`config.mk`:
```
export PLATFORM = sky130hd
export DESIGN_NAME = matmul_core
export DESIGN_NICKNAME = d
export VERILOG_FILES = /design/src/rtl/matmul_pkg.sv /design/src/rtl/mac_lane.sv /design/src/rtl/matmul_core.sv
export SDC_FILE = /design/constraint.sdc
export NUM_CORES = 1
export LEC_CHECK = 0
export ABC_AREA = 0
export ABC_CLOCK_PERIOD_IN_PS = 3000
export CAP_MARGIN = 10
export CORE_AREA = 2 2 179 181
export CTS_CLUSTER_DIAMETER = 200
export DETAILED_ROUTE_END_ITERATION = 12
export DIE_AREA = 0 0 181 183
export GPL_TIMING_DRIVEN = 1
export MAX_ROUTING_LAYER = met4
export PLACE_DENSITY = 0.61
export SETUP_SLACK_MARGIN = 0.4
export SLEW_MARGIN = 20
export SYNTH_ARGS = -nofsm -noshare
export SYNTH_HDL_FRONTEND = slang
export SYNTH_SLANG_ARGS = --single-unit
```
`constraint.sdc`:
```
create_clock -name clock -period 3 [get_ports clock]
set_input_delay 0.3 -clock clock [delete_from_list [all_inputs] [get_ports clock]]
set_output_delay 0.3 -clock clock [all_outputs]
set_load 0.01 [all_outputs]
```
`src/rtl/matmul_pkg.sv`:
```
// Shared types and constants for the matmul_core sequencer and its MAC lanes.
package matmul_pkg;

    localparam int DATA_W = 16;
    localparam int ADDR_W = 8;
    localparam int PROD_W = 32;

    localparam logic [ADDR_W-1:0] A_BASE_DEF = 8'd0;
    localparam logic [ADDR_W-1:0] B_BASE_DEF = 8'd64;
    localparam logic [ADDR_W-1:0] C_BASE_DEF = 8'd128;

    typedef enum logic [2:0] {
        ST_IDLE,
        ST_ISSUE,
        ST_LAST,
        ST_WRITE,
        ST_DONE
    } state_t;

endpackage

```
`src/rtl/mac_lane.sv`:
```
// One signed 16x16 multiply-accumulate lane with 16-bit result reduction.
// MATMUL_SAT_EN selects clamping to the 16-bit signed range instead of wrap-around.
module mac_lane
    import matmul_pkg::*;
#(
    parameter int ACC_W = 40
) (
    input  logic              clock,
    input  logic              resetn,
    input  logic              i_clear,
    input  logic              i_acc_en,
    input  logic [DATA_W-1:0] i_a,
    input  logic [DATA_W-1:0] i_b,
    output logic [DATA_W-1:0] o_result
);

    logic [PROD_W-1:0] w_a_ext;
    logic [PROD_W-1:0] w_b_ext;
    logic [PROD_W-1:0] w_prod;
    logic [ACC_W-1:0]  r_acc;

    // Low 32 bits of the extended product equal the exact signed 16x16 product.
    assign w_a_ext = {{(PROD_W-DATA_W){i_a[DATA_W-1]}}, i_a};
    assign w_b_ext = {{(PROD_W-DATA_W){i_b[DATA_W-1]}}, i_b};
    assign w_prod  = w_a_ext * w_b_ext;

    always_ff @(posedge clock or negedge resetn) begin
        if (!resetn) begin
            r_acc <= '0;
        end else if (i_clear) begin
            r_acc <= '0;
        end else if (i_acc_en) begin
            r_acc <= r_acc + {{(ACC_W-PROD_W){w_prod[PROD_W-1]}}, w_prod};
        end
    end

`ifdef MATMUL_SAT_EN
    logic w_ovf;
    // In range only when every bit above bit 14 matches the sign.
    assign w_ovf    = !((&r_acc[ACC_W-1:DATA_W-1]) || !(|r_acc[ACC_W-1:DATA_W-1]));
    assign o_result = w_ovf ? (r_acc[ACC_W-1] ? 16'h8000 : 16'h7FFF) : r_acc[DATA_W-1:0];
`else
    logic w_acc_hi_unused;
    assign w_acc_hi_unused = ^r_acc[ACC_W-1:DATA_W];
    assign o_result        = r_acc[DATA_W-1:0];
`endif

endmodule

```
`src/rtl/matmul_core.sv`:
```
// Sequencer for C = A x B over a 4-port data memory using two MAC lanes.
// MATMUL_SAT_EN (optional) makes the lanes saturate results instead of wrapping.
module matmul_core
    import matmul_pkg::*;
#(
    parameter int                N      = 4,
    parameter logic [ADDR_W-1:0] A_BASE = A_BASE_DEF,
    parameter logic [ADDR_W-1:0] B_BASE = B_BASE_DEF,
    parameter logic [ADDR_W-1:0] C_BASE = C_BASE_DEF,
    parameter int                ACC_W  = 40
) (
    input  logic              clock,
    input  logic              resetn,
    input  logic              start,
    output logic              busy,
    output logic              done,
    output logic [ADDR_W-1:0] mem_addr0,
    output logic [ADDR_W-1:0] mem_addr1,
    output logic [ADDR_W-1:0] mem_addr2,
    output logic [ADDR_W-1:0] mem_addr3,
    output logic [DATA_W-1:0] mem_datain0,
    output logic [DATA_W-1:0] mem_datain1,
    output logic [DATA_W-1:0] mem_datain2,
    output logic [DATA_W-1:0] mem_datain3,
    output logic              mem_write_en0,
    output logic              mem_write_en1,
    output logic              mem_write_en2,
    output logic              mem_write_en3,
    input  logic [DATA_W-1:0] mem_dataout0,
    input  logic [DATA_W-1:0] mem_dataout1,
    input  logic [DATA_W-1:0] mem_dataout2,
    input  logic [DATA_W-1:0] mem_dataout3,
    output state_t            o_dbg_state
);

    localparam int CNT_W = 4;

    state_t           r_state;
    state_t           w_state_nxt;
    logic [CNT_W-1:0] r_i, r_j, r_k;
    logic [CNT_W-1:0] w_i_nxt, w_j_nxt, w_k_nxt;
    logic             r_issue_d;
    logic             w_clear;
    logic [DATA_W-1:0] w_res0, w_res1;
    logic [ADDR_W-1:0] w_row_a, w_row_b, w_row_c;

    always_ff @(posedge clock or negedge resetn) begin
        if (!resetn) begin
            r_state   <= ST_IDLE;
            r_i       <= '0;
            r_j       <= '0;
            r_k       <= '0;
            r_issue_d <= 1'b0;
        end else begin
            r_state   <= w_state_nxt;
            r_i       <= w_i_nxt;
            r_j       <= w_j_nxt;
            r_k       <= w_k_nxt;
            r_issue_d <= (r_state == ST_ISSUE);
        end
    end

    always_comb begin
        w_state_nxt = r_state;
        w_i_nxt     = r_i;
        w_j_nxt     = r_j;
        w_k_nxt     = r_k;
        w_clear     = 1'b0;
        case (r_state)
            ST_IDLE: begin
                if (start) begin
                    w_state_nxt = ST_ISSUE;
                    w_i_nxt     = '0;
                    w_j_nxt     = '0;
                    w_k_nxt     = '0;
                    w_clear     = 1'b1;
                end
            end
            ST_ISSUE: begin
                if (r_k == CNT_W'(N-1)) begin
                    w_k_nxt     = '0;
                    w_state_nxt = ST_LAST;
                end else begin
                    w_k_nxt = r_k + 1'b1;
                end
            end
            ST_LAST: w_state_nxt = ST_WRITE;
            ST_WRITE: begin
                // Results are consumed this cycle, so the next pair starts from zero.
                w_clear = 1'b1;
                if (r_j == CNT_W'(N-2)) begin
                    w_j_nxt = '0;
                    if (r_i == CNT_W'(N-1)) begin
                        w_i_nxt     = '0;
                        w_state_nxt = ST_DONE;
                    end else begin
                        w_i_nxt     = r_i + 1'b1;
                        w_state_nxt = ST_ISSUE;
                    end
                end else begin
                    w_j_nxt     = r_j + CNT_W'(2);
                    w_state_nxt = ST_ISSUE;
                end
            end
            ST_DONE: w_state_nxt = ST_IDLE;
            default: w_state_nxt = ST_IDLE;
        endcase
    end

    assign w_row_a = A_BASE + ADDR_W'(r_i) * ADDR_W'(N);
    assign w_row_b = B_BASE + ADDR_W'(r_k) * ADDR_W'(N);
    assign w_row_c = C_BASE + ADDR_W'(r_i) * ADDR_W'(N) + ADDR_W'(r_j);

    always_comb begin
        mem_addr0     = '0;
        mem_addr1     = '0;
        mem_addr2     = '0;
        mem_addr3     = '0;
        mem_datain0   = '0;
        mem_datain2   = '0;
        mem_write_en0 = 1'b0;
        mem_write_en2 = 1'b0;
        case (r_state)
            ST_ISSUE: begin
                mem_addr0 = w_row_a + ADDR_W'(r_k);
                mem_addr1 = w_row_b + ADDR_W'(r_j);
                mem_addr2 = w_row_a + ADDR_W'(r_k);
                mem_addr3 = w_row_b + ADDR_W'(r_j) + 8'd1;
            end
            ST_WRITE: begin
                mem_addr0     = w_row_c;
                mem_addr2     = w_row_c + 8'd1;
                mem_datain0   = w_res0;
                mem_datain2   = w_res1;
                mem_write_en0 = 1'b1;
                mem_write_en2 = 1'b1;
            end
            default: ;
        endcase
    end

    assign mem_datain1   = '0;
    assign mem_datain3   = '0;
    assign mem_write_en1 = 1'b0;
    assign mem_write_en3 = 1'b0;

    assign busy        = (r_state == ST_ISSUE) || (r_state == ST_LAST) || (r_state == ST_WRITE);
    assign done        = (r_state == ST_DONE);
    assign o_dbg_state = r_state;

    // Operand data for an ISSUE cycle lands one cycle later; accumulate then.
    mac_lane #(.ACC_W(ACC_W)) u_lane0 (
        .clock    (clock),
        .resetn   (resetn),
        .i_clear  (w_clear),
        .i_acc_en (r_issue_d),
        .i_a      (mem_dataout0),
        .i_b      (mem_dataout1),
        .o_result (w_res0)
    );

    mac_lane #(.ACC_W(ACC_W)) u_lane1 (
        .clock    (clock),
        .resetn   (resetn),
        .i_clear  (w_clear),
        .i_acc_en (r_issue_d),
        .i_a      (mem_dataout2),
        .i_b      (mem_dataout3),
        .o_result (w_res1)
    );

endmodule

```
# Word level (Yosys, flattened, before mapping)
# Index checks and enable logic that the tools add are counted.
# op_classes
add_sub_neg	12
multipliers	2
eq_ne	10
muxes	26
n_reduce_logical	10
# op_table
op	count
40-bit two-way mux	4
40-bit adder	2
16-bit by 16-bit multiplier with 32-bit output	2
16-bit two-way mux	2
8-bit case mux with 2 select lines	2
4-bit case mux with 2 select lines	3
4-bit two-way mux	5
8-bit by 1-bit adder with 8-bit output (second input constant)	2
8-bit by 4-bit adder with 8-bit output	2
8-bit two-way mux	2
4-bit by 2-bit == test with 1-bit output (second input constant)	3
3-bit two-way mux	4
3-bit case mux with 4 select lines	1
4-bit by 1-bit adder with 4-bit output (second input constant)	2
7-bit by 6-bit adder with 8-bit output (first input constant)	1
8-bit by 6-bit adder with 8-bit output (first input constant)	1
6-bit by 4-bit adder with 7-bit output	1
3-bit by 2-bit == test with 1-bit output (second input constant)	2
2-bit AND reduction	3
2-bit nonzero test	3
4-bit by 2-bit adder with 4-bit output (second input constant)	1
2-bit != test (second input constant)	2
3-bit by 1-bit == test with 1-bit output (second input constant)	1
3-bit == test (second input constant)	1
6 further kinds	8
# totals
reg_bits	96
input_bits	67
output_inout_bits	105

# Logic depth before layout (Yosys ltp)
# logic_depth
word_depth	4
depth_mapped	30
mapped_depth_nobuf	29

# Cells and area by module
# From an unflattened synthesis, not the netlist that was laid out.
# hier_totals
hier_cells	1486
hier_area_um2	12617.1
# by_module_without_submodules
mod	n_inst	cells_each	area_each_um2	seq_area_each_um2
mac_lane (u_lane0)	1	633	5437.7	400.4
mac_lane (u_lane1)	1	630	5410.2	400.4
matmul_core	1	223	1769.2	375.4

# Worst setup path before layout
# OpenSTA, ideal clock, no wires.
# synth_path
kind	input to register
from	in mem_dataout2[5]
to	reg u_lane1.r_acc[15]
t_arrival_ps	5937
required_ps	2863
path_slack_ps	-3074
path_stages	25
path_buffers	1
cell_sequence	clkbuf_1 and2_1 fa_1 inv_1 fa_1 fa_1 fa_1 inv_1 fa_1 inv_1 fa_1 inv_1 ha_1 a21o_1 a21oi_1 nand2_1 xor2_1 ha_1 a21o_1 nor2_1 nand3_1 o211ai_1 xnor2_1 xnor2_1 a21oi_1
# synth_via
elab_chain_cells	4
# synth_rtl
item	line_no	text
start, declared	matmul_core.sv:31	input logic [DATA_W-1:0] mem_dataout2,
16-bit by 16-bit multiplier with 32-bit output	mac_lane.sv:25	assign w_prod = w_a_ext * w_b_ext;
40-bit adder	mac_lane.sv:33	r_acc <= r_acc + {{(ACC_W-PROD_W){w_prod[PROD_W-1]}}, w_prod};
40-bit two-way mux	mac_lane.sv:32	end else if (i_acc_en) begin
40-bit two-way mux	mac_lane.sv:30	end else if (i_clear) begin
end signal, assigned	mac_lane.sv:33	
end, declared	mac_lane.sv:20	logic [ACC_W-1:0] r_acc;
# Every way passes these cells. The select of a mux whose other input is x is not followed.
# A chain may end at the register's enable or synchronous reset.

# Worst setup path in the final report
# layout_path
from	in mem_dataout3[1]
to	reg u_lane1.r_acc[14]
# layout_via
elab_chain_cells	4
# layout_rtl
item	line_no	text
start, declared	matmul_core.sv:32	input logic [DATA_W-1:0] mem_dataout3,
16-bit by 16-bit multiplier with 32-bit output	mac_lane.sv:25	
40-bit adder	mac_lane.sv:33	
40-bit two-way mux	mac_lane.sv:32	
40-bit two-way mux	mac_lane.sv:30	
# Every way passes these cells. The select of a mux whose other input is x is not followed.

==> qor.csv <==
stage,metric,value,unit
yosys,ys_seq_area_share,9.51,%
detailed_routing,dr_wl_met2,16.6,mm
clock_network,hold_buffers,0,
yosys,synth_warnings,0,
detailed_routing,dr.pass1.iters,4,
detailed_routing,met1_length,14.9,mm
critical_path,worstRegToRegCells,11,
global_routing,gr-total-overflow,0,
sta,drv_slew,0,
yosys,synth_edf_count,0,
clock_network,clk_latency,0.29,ns
clock_network,cts_made_buffers,5,
min_path,hold_class,in2async,
detailed_routing,viasPerCell,4.74,
placed_design,place_ws,-3.58,ns
yosys,yosysUniqueCellTypes,53,
clock_network,cts-root-buf,clkbuf_16,
job,cap_viol_max_count,0,
global_routing,antenna_found_initial,0,
floorplanning,die_area,33100,um2
floorplanning,io_pins,172,
critical_path,timing.rr.end,u_lane0.r_acc[14],
layout,final_cells,2225,
sta,tightest_slew,0.682,ns
sta,fmax,0.177,GHz
clock_network,cts_sinks,47,
run_status,status,"complete, but fails checks",
clock_network,htreeDepth,2,
yosys,yosys.area.top_type,fa_1,
sta,finalHoldViolations,0,
placed_design,gp_congestion,0.926,
yosys,synth.area.top_cells,"fa_1, ha_1, dfrtp_1",
sta,relSlewSlack,54.5,%
placed_design,dp_cells,2140,
clock_network,clock_path_buffers,2,
layout,drive_above_1_share,30.8,%
critical_path,crit_arrival,5.81,ns
detailed_routing,drtIter0Drc,358,
detailed_routing,drt_wl_total,33.1,mm
critical_path,critical_path_class,in2reg,
sta,finalSetupTns,-45.66,ns
placed_design,io_buffers,136,
layout,syn2layout_area_growth,41.6,%
sta,finalCritPeriodShare,188,%
clock_network,clk_pin_slew,0.07,ns
yosys,netlist_instances,1468,
floorplanning,die_height,183,um
yosys,async_reset_ff_share,100,%
yosys,synth_area,12400,um2
floorplanning,core,31200,um2
clock_network,cts_tree,yes,
floorplanning,row_count,65,
floorplanning,start_util,39.6,%
floorplanning,die_w,181,um
layout,nNetsFinal,2214,
critical_path,crit_path_max_fanout,5,
detailed_routing,drtAntennaViolNets,0,
sta,final-setup-viol-count,24,
sta,rsz0062_at_grt,true,
layout,diodes,0,
global_routing,grt_first_pass_wirelength,55.6,mm
critical_path,end_kind,flip-flop,
layout,multiInputGateArea,11100,um2
critical_path,r2r_slack,0.35,ns
detailed_routing,drc,0,
layout,num-fill-cells,2826,
placed_design,dp_hpwl,26.7,mm
detailed_routing,avgRoutedWirePerCell,14.9,um
global_routing,grt_pass1_vias,11500,
detailed_routing,top_layer,met4,
yosys,synth_seq_cells,47,
global_routing,grt_max_degree,31,
detailed_routing,vias,10500,
global_routing,grt_usage,21.1,%
run_status,violations,negative setup slack,
layout,regArea,1190,um2
yosys,post_synth.cell_area_avg,8.42,um2
sta,period_needed,5.64,ns
yosys,synthFlopType,dfrtp_1,
yosys,synth_top_area_share,26.4,%
sta,final.setup_skew,0.00654,ns
critical_path,rr_startpoint,u_lane0.r_acc[0],
detailed_routing,met3_length,1.01,mm
critical_path,critPathRequiredTime,3.17,ns
sta,fin_ws,-2.64,ns
critical_path,cp-start-kind,primary input,
cells in the mapped netlist (all sizes together) (2+ instances only):
library cell  instances
xnor3                 2
dfrtp                47
nand3                14
nand2               163
mux2i                24
or3                   3
or2                   4
inv                 272
a31oi                 8
o211ai                3
o21ai                25
clkbuf               42
xnor2                81
o21a                  3
xor2                 28
nor3                 12
a21o                 16
nand3b                2
and2                169
a21oi                46
a211oi                5
nand4                 5
ha                  161
fa                  163
o21bai                3
buf                  46
nor2b                 6
nor2                 73
nand2b               16
a21boi                5
nor3b                 3
o31ai                 3
area by class of cell:
class,count,area share [%]
clock inverters,1,0.172
repair buffers,402,20.1
inverters,273,5.85
well taps,402,2.87
clock buffers,6,0.736
flip-flops and latches,47,6.79
multi-input cells,1094,63.5
kinds of logic (layout without fill, tap and decap cells):
| family | after synthesis | in the layout | share of synthesized area [%] |
|---|---|---|---|
| adder cells (fa/ha/maj) | 324 | 324 | 42.7 |
| multiplexers | 25 | 25 | 2.03 |
| flip-flops | 47 | 47 | 9.51 |
| other | 1 | 35 | 0.0303 |
| AND/OR/NAND/NOR | 472 | 472 | 19.0 |
| AO/OA/AOI/OAI | 126 | 126 | 6.22 |
| buffers and inverters | 361 | 682 | 12.2 |
| XOR/XNOR | 112 | 112 | 8.28 |
cell usage in the layout, fill, tap and decap left out, types with 11 or more instances in the layout:
cell and count:
xor2_1 27, ha_4 53, inv_2 51, fa_2 11
conb_1 35, inv_1 221, a21o_1 16, clkdlybuf4s50_1 82
ha_1 102, o21ai_0 16, mux2i_1 23, and2_1 139
a21oi_1 23, nand2_1 144, buf_4 214, xnor2_1 72
dfrtp_1 37, buf_2 13, nand2b_1 16, and2_4 29
dlygate4sd2_1 15, buf_6 65, a21oi_2 22, nor2_1 68
fa_1 152
repair_timing:
| item | CTS | global route |
|---|---|---|
| endpoints found under the setup margin | 66 | 41 |
| cloned | 1 | 0 |
| pin swaps | 124 | 86 |
| gates resized for setup | 339 | 94 |
| setup buffers | 44 | 33 |
sequential cells by signal (all words and copies together) (netlist names):
signal and flops:
o_dbg_state 3, r_i 4, r_issue_d 1, r_j 3, r_k 4, u_lane0.r_acc 16, u_lane1.r_acc 16
worst max-delay path, stage by stage:
cell and delay (ns):
buf_6 0.07, buf_8 0.12, buf_4 0.13, nand2_4 0.05
fa_1 0.57, fa_2 0.46, fa_2 0.36, fa_1 0.50
inv_1 0.06, fa_1 0.52, inv_2 0.04, fa_1 0.51
inv_2 0.05, ha_4 0.23, a21o_1 0.18, a21oi_2 0.15
nand2_1 0.08, xor2_1 0.16, ha_1 0.31, a21o_1 0.18
buf_4 0.13, buf_4 0.13, or3_1 0.34, nand3_1 0.10
a21oi_1 0.08
worst max-delay path by stage:
stage,startpoint,to,slack (ns),depth (start not counted)
floorplan,mem_dataout1[4],u_lane0.r_acc[15],-2.69,24
global placement,mem_dataout0[6],u_lane0.r_acc[15],-3.50,23
detailed placement,mem_dataout0[6],u_lane0.r_acc[15],-3.58,23
CTS,mem_dataout1[6],u_lane0.r_acc[15],-2.69,25
global route,mem_dataout1[12],u_lane0.r_acc[15],-2.86,20
finish,mem_dataout3[1],u_lane1.r_acc[14],-2.64,25
per-stage QoR:
step / utilization, % / hold slack, ns / instance area, um2
floorplan: - / 0.00441 / 13400
finish: 56.1 / 0.0525 / 17500
global route: 56.1 / 0.0974 / 17500
CTS: 54.2 / 0.0622 / 16900
global placement: 50.9 / 0.372 / 15900
detailed placement: 50.9 / 0.376 / 15900
routing by layer:
layer	global-route usage [%]	vias to the layer above
li1	-	5145
met1	26.8	5154
met2	37.3	200
met3	1.65	43
met4	3.97	0
met5	-	-
Power is left out: the tool's default activity adds up to more than one toggle a clock period on the data nets, which glitch-free logic cannot reach.
